### src/rtl/exe_muldiv.sv
// Iterative 32-bit multiply (shift-add) / divide (restoring) unit for the EXE stage.
// Optional build macro MULDIV_FAST_MULT_EN: MULT/MULTU complete in one cycle.
module exe_muldiv (
  input  logic        clk,
  input  logic        rst,
  input  logic        start,
  input  logic [1:0]  opSel,
  input  logic        cancel,
  input  logic [31:0] rsData,
  input  logic [31:0] rtData,
  output logic [31:0] hiOut,
  output logic [31:0] loOut,
  output logic        hiWena,
  output logic        loWena,
  output logic        busy,
  output logic        stall
);

  typedef enum logic [1:0] {IDLE = 2'd0, CALC = 2'd1, DONE = 2'd2} state_t;

  state_t      state;
  logic [4:0]  cnt;

  logic [63:0] acc_p0;
  logic [31:0] opb_p0;
  logic [31:0] dvd_p0;
  logic        div_p0;
  logic        neg_q_p0;
  logic        neg_r_p0;
  logic        div0_p0;

  logic        is_signed;
  logic [31:0] rs_mag;
  logic [31:0] rt_mag;
  logic [32:0] add_sum;
  logic [32:0] trial;
  logic [63:0] acc_nxt;
  logic [63:0] prod_fin;
  logic [31:0] hi_fin;
  logic [31:0] lo_fin;
  logic        fast_go;
  logic [31:0] fast_hi;
  logic [31:0] fast_lo;

  function automatic logic [31:0] mag32(input logic signed [31:0] v, input logic sgn);
    logic [31:0] r;
    r = (sgn && v[31]) ? (~v + 32'd1) : v;
    return r;
  endfunction

  function automatic logic [31:0] cond_neg32(input logic [31:0] v, input logic neg);
    return neg ? (~v + 32'd1) : v;
  endfunction

  function automatic logic [63:0] cond_neg64(input logic [63:0] v, input logic neg);
    return neg ? (~v + 64'd1) : v;
  endfunction

  assign is_signed = ~opSel[0];
  assign rs_mag    = mag32(rsData, is_signed);
  assign rt_mag    = mag32(rtData, is_signed);

  assign stall = ((state == IDLE) && start) || (state == CALC);
  assign busy  = (state == CALC);

`ifdef MULDIV_FAST_MULT_EN
  logic signed [63:0] fast_a;
  logic signed [63:0] fast_b;
  logic signed [63:0] fast_prod;
  always_comb begin
    fast_a    = opSel[0] ? {32'd0, rsData} : {{32{rsData[31]}}, rsData};
    fast_b    = opSel[0] ? {32'd0, rtData} : {{32{rtData[31]}}, rtData};
    fast_prod = fast_a * fast_b;
  end
  assign fast_go = ~opSel[1];
  assign fast_hi = fast_prod[63:32];
  assign fast_lo = fast_prod[31:0];
`else
  assign fast_go = 1'b0;
  assign fast_hi = 32'd0;
  assign fast_lo = 32'd0;
`endif

  // Iteration step: multiply adds the multiplicand into the upper half and shifts
  // right; divide shifts the remainder/quotient pair left and keeps the trial
  // subtract when it does not borrow. Final sign fix-up is applied on the last step.
  always_comb begin
    add_sum = {1'b0, acc_p0[63:32]} + {1'b0, opb_p0};
    trial   = acc_p0[63:31] - {1'b0, opb_p0};
    acc_nxt = acc_p0;
    if (!div_p0)
      acc_nxt = acc_p0[0] ? {add_sum, acc_p0[31:1]} : {1'b0, acc_p0[63:1]};
    else
      acc_nxt = trial[32] ? {acc_p0[62:0], 1'b0} : {trial[31:0], acc_p0[30:0], 1'b1};
    prod_fin = cond_neg64(acc_nxt, neg_q_p0);
    hi_fin   = prod_fin[63:32];
    lo_fin   = prod_fin[31:0];
    if (div_p0) begin
      if (div0_p0) begin
        hi_fin = dvd_p0;
        lo_fin = 32'hFFFF_FFFF;
      end else begin
        hi_fin = cond_neg32(acc_nxt[63:32], neg_r_p0);
        lo_fin = cond_neg32(acc_nxt[31:0], neg_q_p0);
      end
    end
  end

  // ---- operand latch / iteration datapath ----
  always_ff @(posedge clk) begin
    if (state == IDLE && start) begin
      acc_p0   <= {32'd0, opSel[1] ? rs_mag : rt_mag};
      opb_p0   <= opSel[1] ? rt_mag : rs_mag;
      dvd_p0   <= rsData;
      div_p0   <= opSel[1];
      neg_q_p0 <= is_signed & (rsData[31] ^ rtData[31]);
      neg_r_p0 <= is_signed & rsData[31];
      div0_p0  <= (rtData == 32'd0);
    end else if (state == CALC) begin
      acc_p0   <= acc_nxt;
    end
  end

  // ---- control FSM and registered results ----
  always_ff @(posedge clk) begin
    if (rst) begin
      state  <= IDLE;
      cnt    <= 5'd0;
      hiOut  <= 32'd0;
      loOut  <= 32'd0;
      hiWena <= 1'b0;
      loWena <= 1'b0;
    end else begin
      hiWena <= 1'b0;
      loWena <= 1'b0;
      case (state)
        IDLE: begin
          if (start) begin
            if (fast_go) begin
              state  <= DONE;
              hiOut  <= fast_hi;
              loOut  <= fast_lo;
              hiWena <= 1'b1;
              loWena <= 1'b1;
            end else begin
              state <= CALC;
              cnt   <= 5'd0;
            end
          end
        end
        CALC: begin
          if (cancel) begin
            state <= IDLE;
          end else if (cnt == 5'd31) begin
            state  <= DONE;
            hiOut  <= hi_fin;
            loOut  <= lo_fin;
            hiWena <= 1'b1;
            loWena <= 1'b1;
          end else begin
            cnt <= cnt + 5'd1;
          end
        end
        DONE:    state <= IDLE;
        default: state <= IDLE;
      endcase
    end
  end

endmodule

### config.mk
export PLATFORM = sky130hd
export DESIGN_NAME = exe_muldiv
export DESIGN_NICKNAME = d
export VERILOG_FILES = /design/src/rtl/exe_muldiv.sv
export SDC_FILE = /design/constraint.sdc
export NUM_CORES = 1
export LEC_CHECK = 0
export CORE_UTILIZATION = 45
export DETAILED_ROUTE_END_ITERATION = 16
export PLACE_DENSITY_LB_ADDON = 0.08
export SLEW_MARGIN = 25
export SYNTH_ARGS = -nofsm -noshare
export SYNTH_HDL_FRONTEND = slang
export SYNTH_SLANG_ARGS = --single-unit
export TNS_END_PERCENT = 100
### constraint.sdc
create_clock -name clk -period 5.86 [get_ports clk]
set_input_delay 1.172 -clock clk [delete_from_list [all_inputs] [get_ports clk]]
set_output_delay 1.172 -clock clk [all_outputs]
set_load 0.02 [all_outputs]
==> results of run 1 <==
## metrics by stage
step                total power (W)  util, %  instances
global route                0.00699     52.9       2753
CTS                         0.00663     52.8       2752
detailed placement          0.00503     50.7       2705
floorplan                   0.00393        -       2118
global placement            0.00502     50.6       2705
finish                      0.00668     52.9       2753
## cells in the mapped netlist (all sizes together) (9+ instances only)
| cell type | instances |
|---|---|
| nor4 | 14 |
| o211ai | 29 |
| a21oi | 160 |
| nand2b | 20 |
| xor2 | 65 |
| nand3 | 47 |
| inv | 62 |
| nand2 | 194 |
| dfxtp | 104 |
| nor3b | 15 |
| buf | 50 |
| o31ai | 28 |
| or3 | 27 |
| o41ai | 13 |
| o21a | 25 |
| a211oi | 75 |
| a2111oi | 12 |
| and3 | 14 |
| a22o | 20 |
| and2 | 19 |
| xnor2 | 120 |
| o21ai | 131 |
| clkbuf | 76 |
| nand4 | 34 |
| nor3 | 60 |
| a31oi | 25 |
| nor2 | 199 |
| nor2b | 16 |
| edfxtp | 100 |
| ha | 70 |
| o21bai | 9 |
| a21o | 30 |
| mux2i | 116 |
## cells by family after synthesis
group / count (synthesis) / share of synthesized area (%)
buf+inv: 189 / 4.39
simple gates: 693 / 19.4
flops: 204 / 28.9
compound gates: 657 / 26.2
xor+xnor: 185 / 9.21
mux: 118 / 6.73
fa+ha+maj: 72 / 5.21
## power by group
group | total, W | internal, W | switching (W)
registers | 0.00179 | 0.00164 | 0.000152
logic | 0.00330 | 0.00117 | 0.00213
clock network | 0.00159 | 0.000905 | 0.000690
## registers in the layout (all words and copies together), names as in the netlist
register and flops:
acc_p0 64, dvd_p0 32, hiOut 32, loOut 32, opb_p0 32, cnt 5
state 2, div0_p0 1, div_p0 1, loWena 1, neg_q_p0 1, neg_r_p0 1
## area by class of cell
class,count,area [um2]
well taps,518,648
inverters,63,236
repair buffers,196,1830
fillers,3792,18200
clock inverters,9,70.1
clock buffers,38,758
flip-flops and latches,204,5080
multi-input cells,1725,11800
## final timing paths
| kind | from | endpoint | slack [ns] | cells past startpoint |
|---|---|---|---|---|
| worst min-delay path | hiOut[16] | hiOut[16] | 0.46 | 2 |
| worst min register to register | hiOut[16] | hiOut[16] | 0.46 | 2 |
| worst max register to register | opb_p0[17] | hiOut[18] | 0.20 | 20 |
| worst max-delay path | opb_p0[17] | hiOut[18] | 0.20 | 20 |
## tightest hold or removal path, stage by stage, from the launching register on
cell and delay [ns]:
dfxtp_1 0.31, nand2_1 0.05, o21ai_1 0.05
## routing by layer
metal	up-vias	wire, um
li1	8091	-
met3	182	5130
met1	8570	29000
met5	-	11
met4	2	4730
met2	786	33500
==> summary.txt, run 1 <==
Setup path
  • Data arrival time of the worst path: ~6.1 ns
  • Setup CP Type: reg -> reg
  • Crit path buffers/inverters: 2
  • Startpoint Class: register
  • CP most frequent cell: ha_1
  • Crit end category: register
  • CP cell instances: inv_1 > ha_1 > a21oi_1 > o21ai_0 > a31oi_1 > o221ai_2 > nor3_4 > nor2_2 > o311ai_1 > buf_4 > ha_1 > nand3_1 > or4_4 > a32oi_4 > o211ai_2 > o31ai_1 > xor2_1 > nor2_1 > a221oi_1 > a211oi_1
  • CP Max Fanout: 11
  • Critical path's slowest cell: or4_4
  • Worst endpoint required time: 6.27 ns
  • Crit path largest cell delay: around 0.46 ns
  • CP top delay family: compound AO/OA/AOI/OAI gates

Global routing
  • Met1 Track Usage GR: between 40% and 50%
  • Initial antenna violation count: 6
  • Grt met3 use: roughly 5.7%
  • Number of global-route vias before repair: 16600
  • Global routing's busiest layer: met2
  • Met2 Usage GRT: 59.5%
  • Grt ovf: 0
  • Largest net degree at the start of global routing: between 100 and 150
  • First-pass GRT wire length: 106000 um
  • GRT Util Overall: between 30% and 40%

Clocking
  • CTS sink count: between 200 and 250
  • Clock slew at reported path FFs: approximately 0.06 ns
  • H-tree Lvls: 1
  • Clk_lat worst skew: between 0.5 and 0.6 ns
  • CTS Buffer Depth: 3
  • Cts repair resizes: 0
  • Num CTS Buffers: 26
  • CTS Root Cell: clkbuf_16
  • Hold Buf Count CTS: 0
  • # Post-CTS Setup Buffers: 0
  • CTS tree: yes

Timing
  • Tcrit/Tclk final: 96.6%
  • Min Tclk post-route: between 5 and 6 ns
  • Slew Limit Headroom: approximately 28%
  • Pins Over Slew Limit: 0
  • Crit path setup slack, layout: between 0.15 and 0.2 ns
  • RSZ-0062 raised after global routing: no
  • Final setup TNS: 0 ns
  • Measured slew at the worst slew-check pin: between 1 and 1.5 ns
  • # setup viols final: 0
  • Final Hold Fails: 0
  • Achievable Freq: ~180 MHz
  • Skew final: around 0.019 ns
  • Hold_ws: between 0.4 and 0.5 ns

Detailed routing
  • TritonRoute pass-1 iters: 6
  • Residual DRC count: 0
  • Vias per inst: approximately 6.4
  • Total Wirelength: 72300 um
  • Average routed wire per standard cell: 26.3 um
  • Via count: 17600
  • Final ANT Viol Nets: 0
  • Iteration-0 DRC Markers: about 1700

Power and ir drop
  • VDD IR max: 0.214 mV
  • PwrDens: approximately 330 nW/um2
  • Leakage: ~7.6 nW

Placed design
  • IO Port Bufs: 137
  • Detail Placement HPWL: around 56000 um
  • Setup WS pre-CTS: between 0.2 and 0.25 ns
  • Placed Area: 19500 um2
  • Placer congestion estimate: just over 1

Logic synthesis
  • Post-synthesis average cell area: slightly above 8 um2
  • Post-synth EDFFs: 100
  • Yosys warns: 0
  • Largest cells by area after synthesis: edfxtp_1, dfxtp_1, mux2i_1
  • Ys async rst share: 0%
  • Synthesized area: between 15000 and 20000 um2
  • Mapped Nets: roughly 2300
  • Number of library cell types mapped by synthesis: around 120
  • Sequential share of the synthesized area: between 20 and 30%
  • #FFs+latches synth: 204
  • Top-area cell type share of the netlist area: 17.1%
  • Largest area contributor in the netlist: edfxtp_1
  • Synth Flop Type: dfxtp_1
  • Syn Inst Count: 2118

Min path
  • Hold WC Path Type: reg -> reg

Floorplanning
  • I/O pin total: about 140
  • Die Area: approximately 40000 um2
  • Die H: 200 um
  • Die width: approximately 200 um
  • Core region area: slightly below 40000 um2
  • Rows: just over 70
  • Initial Utilization: 45.6%

Layout
  • Commonest cells after routing, fill and taps aside: nor2_1, nand2_1, a21oi_1
  • Layout cells sized above 1: between 8 and 9%
  • Most common cell after layout, fill and taps aside: nor2_1
  • Ant. Diodes: 0
  • Nets: roughly 2400
  • Final non-filler cell area: 20400 um2
  • Layout area overhead: 15.9%

Status
  • Status: completed

Run
  • Max Cap Viol: 0
(Power assumes the default switching activity.)
==> inputs of run 2 (changes only) <==
SETUP_SLACK_MARGIN = 0.5   (was not set)
==> run 2 against run 1 <==
Net effect: core utilization increased by 0.56 points; global-route usage about the same; wire length increased by 0.24%; highest routed layer is now met4; non-clock buffer count increased by 14; count of clock-buffer cells in the layout unchanged; die area unchanged; largest cell class unchanged; hold slack improved by 0.0013 ns; combinational power increased by 2%.
==> summary.txt, run 2 (synthesized netlist as in run 1, its figures left out) <==
Floorplanning
  • Initial Utilization: 45.6% (unchanged)
  • I/O pin total: 138 (unchanged)
  • Die width: 200 um (unchanged)
  • Rows: 72 (unchanged)
  • Die Area: 39900 um2 (unchanged)
  • Die H: 200 um (unchanged)
  • Core region area: 38600 um2 (unchanged)

Timing
  • Min Tclk post-route: 5.18 ns (-0.478 ns)
  • Skew final: 0.0176 ns (-0.00100 ns)
  • Tcrit/Tclk final: 88.4% (-8.2 points)
  • Pins Over Slew Limit: 0 (unchanged)
  • Final Hold Fails: 0 (unchanged)
  • RSZ-0062 raised after global routing: no
  • Final setup TNS: 0 ns (unchanged)
  • Measured slew at the worst slew-check pin: 1.05 ns (-0.0101 ns)
  • # setup viols final: 0 (unchanged)
  • Slew Limit Headroom: 29.0% (+0.68 points)
  • Achievable Freq: 193 MHz (+9.2%)

Clocking
  • Num CTS Buffers: 26 (unchanged)
  • CTS tree: yes
  • Hold Buf Count CTS: 0 (unchanged)
  • CTS Root Cell: clkbuf_16
  • H-tree Lvls: 1 (unchanged)
  • Clk_lat worst skew: 0.57 ns (about the same)
  • CTS sink count: 204 (unchanged)
  • Clock slew at reported path FFs: 0.06 ns (about the same)
  • CTS Buffer Depth: 3 (unchanged)

Setup path
  • CP cell instances: inv_1 > ha_1 > nand4_1 > nor2_1 > o2111ai_1 > a21o_1 > a21oi_4 > nor2_2 > o311ai_1 > buf_4 > ha_2 > nand3_1 > or4_4 > a32oi_4 > o211ai_4 > or3_1 > nand2_1 > xor2_1 > o21a_1 > a2111oi_0
  • Critical path's slowest cell: ha_1
  • Crit path largest cell delay: 0.48 ns (+0.02 ns)
  • Crit end category: register
  • Data arrival time of the worst path: 5.63 ns (-0.45 ns)
  • Setup CP Type: reg -> reg
  • Worst endpoint required time: 6.31 ns (+0.04 ns)
  • CP top delay family: compound AO/OA/AOI/OAI gates
  • CP Max Fanout: 11 (unchanged)
  • Crit path buffers/inverters: 2 (unchanged)
  • Startpoint Class: register

Layout
  • Most flops, register: acc_p0
  • Layout Cells excl Fill: 2767 (+0.51%)
  • Nets: 2372 (+0.59%)
  • Sequential Area: 5080 um2 (unchanged)
  • Filler cells: 3777 (-0.40%)
  • Most common cell after layout, fill and taps aside: nor2_1
  • Commonest cells after routing, fill and taps aside: nor2_1, nand2_1, a21oi_1
  • Multi-input logic area: 11900 um2 (+0.81%)
  • Final non-filler cell area: 20600 um2 (+1.1%)
  • Layout area overhead: 17.2%
  • Number of flip-flops in the largest register: 64 (unchanged)
  • Ant. Diodes: 0 (unchanged)
  • Layout cells sized above 1: 9.20% (+1.2 points)

Global routing
  • Global routing's busiest layer: met2
  • Initial antenna violation count: 5 (-1)
  • Met1 Track Usage GR: 44.8% (-0.20 points)
  • First-pass GRT wire length: 106000 um (about the same)
  • Number of global-route vias before repair: 16600 (+0.37%)
  • Grt ovf: 0 (unchanged)
  • GRT Util Overall: 36.2% (about the same)
  • Grt met3 use: 5.47% (-0.19 points)
  • Met2 Usage GRT: 59.6% (+0.15 points)
  • Largest net degree at the start of global routing: 102 (unchanged)

Min path
  • Hold WC Path Type: reg -> reg

Placed design
  • Placed insts: 2705 (unchanged)
  • Detail Placement HPWL: 56100 um (unchanged)
  • IO Port Bufs: 137 (unchanged)
  • Placed Area: 19500 um2 (unchanged)
  • Placer congestion estimate: 1.02 (unchanged)

Detailed routing
  • Via count: 17700 (+0.24%)
  • Final ANT Viol Nets: 0 (unchanged)
  • TritonRoute pass-1 iters: 5 (-1)
  • Vias per inst: 6.39 (-0.27%)
  • Iteration-0 DRC Markers: 1754 (+2.2%)
  • Residual DRC count: 0 (unchanged)
  • Total Wirelength: 72500 um (+0.24%)
  • Average routed wire per standard cell: 26.2 um (-0.26%)

Power and ir drop
  • VDD IR max: 0.214 mV (+0.24%)
  • PwrDens: 328 nW/um2 (about the same)
  • Leakage: 7.67 nW (+1.1%)

Run
  • Max Cap Viol: 0 (unchanged)

Status
  • Status: completed
## run 2: changes by cell type in the layout (fill, tap and decap cells not counted), sizes merged
cell	previous run	this run
buf	61	75
## run 2: layout make-up
| cell class | instances | area share (%) |
|---|---|---|
| Clock buffer | 38 | 3.68 |
| Clock inverter | 9 | 0.340 |
| Inverter | 63 | 1.15 |
| Multi-Input combinational cell | 1725 | 57.6 |
| Sequential cell | 204 | 24.7 |
| Tap cell | 518 | 3.15 |
| Timing Repair Buffer | 210 | 9.45 |
## run 2: per-layer routing
| metal | wire length [um] | part of all wire (%) | vias up |
|---|---|---|---|
| met3 | 5070 | 7.0 | 183 |
| met5 | 0 | 0 | - |
| met1 | 29000 | 40 | 8612 |
| met4 | 4770 | 6.6 | 0 |
| met2 | 33600 | 46 | 766 |
| li1 | - | - | 8112 |
## run 2: final timing paths
path	start	to	slack, ns	cells past startpoint
setup / recovery	opb_p0[17]	hiOut[14]	0.68	20
hold / removal	hiOut[16]	hiOut[16]	0.46	2
setup reg to reg	opb_p0[17]	hiOut[14]	0.68	20
hold reg to reg	hiOut[16]	hiOut[16]	0.46	2
## run 2: power breakdown
group | internal [W] | leakage (nW) | switching (W)
combinational | 0.00120 | 5.45 | 0.00216
clock | 0.000904 | 0.410 | 0.000691
sequential | 0.00164 | 1.81 | 0.000151
## run 2: stage by stage
| stage | utilization, % | hold slack [ns] | setup WS [ns] | power [W] |
|---|---|---|---|---|
| global placement | 50.6 | 0.456 | 0.429 | 0.00502 |
| detailed placement | 50.7 | 0.451 | 0.235 | 0.00503 |
| finish | 53.4 | 0.459 | 0.678 | 0.00675 |
| floorplan | - | 0.461 | 0.535 | 0.00393 |
| global route | 53.4 | 0.479 | 0.434 | 0.00705 |
| CTS | 52.9 | 0.459 | 0.532 | 0.00664 |
## run 2: timing repair
action                     CTS  global route
setup endpoints to repair    7            18
cloned                       0             0
resized for setup            3            19
buffers inserted             1            13
pin swaps                    1             9
## run 2: worst min-delay path, cell delays in order (launching register included)
cell and delay (ns):
dfxtp_1 0.31, nand2_1 0.05, o21ai_1 0.05
==> inputs of run 3 (changes only) <==
==> constraint.sdc (replaced) <==
create_clock -name clk -period 4.5 [get_ports clk]
set_input_delay 0.45 -clock clk [delete_from_list [all_inputs] [get_ports clk]]
set_output_delay 0.45 -clock clk [all_outputs]
set_load 0.02 [all_outputs]
==> run 3 against run 2 <==
Net effect: the flow now finishes with violations (negative setup slack); wire length grew 8.1%; sequential share of layout area shrank 3.2 points; final cell count grew 11%; hold slack lost 0.0077 ns; clock power grew 30%; largest power group unchanged.
==> summary.txt, run 3 (synthesized netlist as in run 1, its figures left out) <==
Status
  • Status: finished, violations left
  • Failing checks: negative setup slack

Min path
  • Hold WC Path Type: reg -> reg

Detailed routing
  • Via count: 19100 (+7.9%)
  • Total Wirelength: 78300 um (+8.1%)
  • Iteration-0 DRC Markers: 1686 (-3.9%)
  • Final ANT Viol Nets: 0 (unchanged)
  • Average routed wire per standard cell: 25.4 um (-3.0%)
  • Residual DRC count: 0 (unchanged)
  • TritonRoute pass-1 iters: 6 (+1)
  • Vias per inst: 6.19 (-3.1%)

Setup path
  • CP Max Fanout: 5 (-6)
  • Setup CP Type: reg -> reg
  • Data arrival time of the worst path: 5.10 ns (-0.53 ns)
  • Worst endpoint required time: 4.97 ns (-1.34 ns)
  • Startpoint Class: register
  • Crit end category: register
  • Setup slack, reg-to-reg: -0.13 ns (-0.81 ns)

Power and ir drop
  • PwrDens: 423 nW/um2 (+29%)
  • VDD IR max: 0.315 mV (+47%)
  • Leakage: 9.37 nW (+22%)

Timing
  • RSZ-0062 raised after global routing: yes
  • Min Tclk post-route: 4.63 ns (-0.552 ns)
  • Final setup TNS: -0.595 ns (-0.595 ns)
  • Achievable Freq: 216 MHz (+12%)
  • Tcrit/Tclk final: 103% (+14 points)
  • Slew Limit Headroom: 26.9% (-2.2 points)
  • Pins Over Slew Limit: 0 (unchanged)
  • # setup viols final: 9 (+9)
  • Skew final: 0.0106 ns (-0.00701 ns)
  • Final Hold Fails: 0 (unchanged)
  • Measured slew at the worst slew-check pin: 1.10 ns (+0.0436 ns)
  • Crit path setup slack, layout: -0.130 ns (-0.808 ns)

Layout
  • Most common cell after layout, fill and taps aside: buf_4
  • Layout cells sized above 1: 23.9% (+15 points)
  • Filler cells: 3549 (-6.0%)
  • Most flops, register: acc_p0
  • Nets: 2685 (+13%)
  • Commonest cells after routing, fill and taps aside: buf_4, nor2_1, nand2_1
  • Layout area overhead: 34.8%
  • Layout Utilization: 61.5% (+8.1 points)
  • Number of flip-flops in the largest register: 64 (unchanged)

Placed design
  • Detail Placement HPWL: 61800 um (+10%)
  • Placer congestion estimate: 1.03 (+1.7%)
  • IO Port Bufs: 137 (unchanged)
  • Setup WS pre-CTS: -0.307 ns (-0.542 ns)

Clocking
  • Clock slew at reported path FFs: 0.06 ns (about the same)
  • CTS Root Cell: clkbuf_16
  • H-tree Lvls: 1 (unchanged)
  • Hold Buf Count CTS: 0 (unchanged)
  • Num CTS Buffers: 25 (-3.8%)
  • CTS tree: yes
  • Clk_lat worst skew: 0.57 ns (about the same)
  • CTS Buffer Depth: 3 (unchanged)
  • CTS sink count: 204 (unchanged)

Floorplanning
  • Initial Utilization: 45.6% (unchanged)
  • Die Area: 39900 um2 (unchanged)
  • Die width: 200 um (unchanged)
  • Rows: 72 (unchanged)
  • Die H: 200 um (unchanged)
  • I/O pin total: 138 (unchanged)
  • Core region area: 38600 um2 (unchanged)

Global routing
  • Largest net degree at the start of global routing: 75 (-26%)
  • GRT Util Overall: 39.2% (+3.0 points)
  • First-pass GRT wire length: 115000 um (+8.7%)
  • Number of global-route vias before repair: 18500 (+11%)
  • Grt ovf: 0 (unchanged)
  • Initial antenna violation count: 4 (-1)

Run
  • Max Cap Viol: 0 (unchanged)
[run 3: worst max-delay path: stages (launching register included)]
cell and delay, ns:
edfxtp_1 0.48, inv_1 0.07, ha_1 0.30, nand2_1 0.13, o21ai_1 0.27, a31oi_4 0.08, o221a_2 0.33, buf_4 0.15
nand3_2 0.11, nand2_2 0.08, nand2_1 0.07, and3_4 0.18, a21oi_2 0.04, inv_2 0.08, ha_4 0.13, nand3_2 0.05
or4_4 0.45, a32oi_4 0.37, o211ai_4 0.17, or3_4 0.37, nand2_2 0.08, xor2_1 0.07, o21a_1 0.18, a2111oi_2 0.26
[run 3: repair_timing]
| action | 4_1_cts | 5_1_grt |
|---|---|---|
| pin swaps | 65 | 22 |
| resized for setup | 119 | 47 |
| buffers inserted | 21 | 5 |
| setup endpoints to repair | 44 | 45 |
| gates cloned | 1 | 0 |
[run 3: power breakdown]
part	switching (W)	internal, W
sequential	0.000149	0.00214
clock	0.000894	0.00119
combinational	0.00329	0.00238
total	0.00433	0.00571
[run 3: final cells by class]
cell class                      instances  area (um2)  area share (%)
Tap cell                              518         648            2.73
Clock buffer                           36         728            3.07
Antenna cell                            2        5.00          0.0211
Sequential cell                       204        5090            21.5
Clock inverter                         10        95.1           0.401
Timing Repair Buffer                  524        4420            18.6
Multi-Input combinational cell       1725       12500            52.7
Inverter                               63         236           0.997
[run 3: path summary, 6_finish.rpt]
kind,start,to,cells after the start
worst min-delay path,hiOut[1],hiOut[1],2
worst max-delay path,opb_p0[22],hiOut[14],23
worst min register to register,hiOut[1],hiOut[1],2
worst max register to register,opb_p0[22],hiOut[14],23
[run 3: layer usage]
layer,wire length (um),part of all wire (%),GRT usage [%]
met4,5460,7.0,24.3
met1,30700,39,47.5
met2,36400,46,64.6
met5,0,0,0
met3,5820,7.4,6.68
[run 3: per-stage QoR]
stage               instances  area, um2  hold slack, ns  power [W]
finish                   3082      23700           0.451     0.0100
floorplan                2118      17700           0.461    0.00516
global route             3080      23700           0.478     0.0104
global placement         3007      21900           0.450    0.00747
detailed placement       3007      21900           0.447    0.00750
CTS                      3075      23500           0.455    0.00988
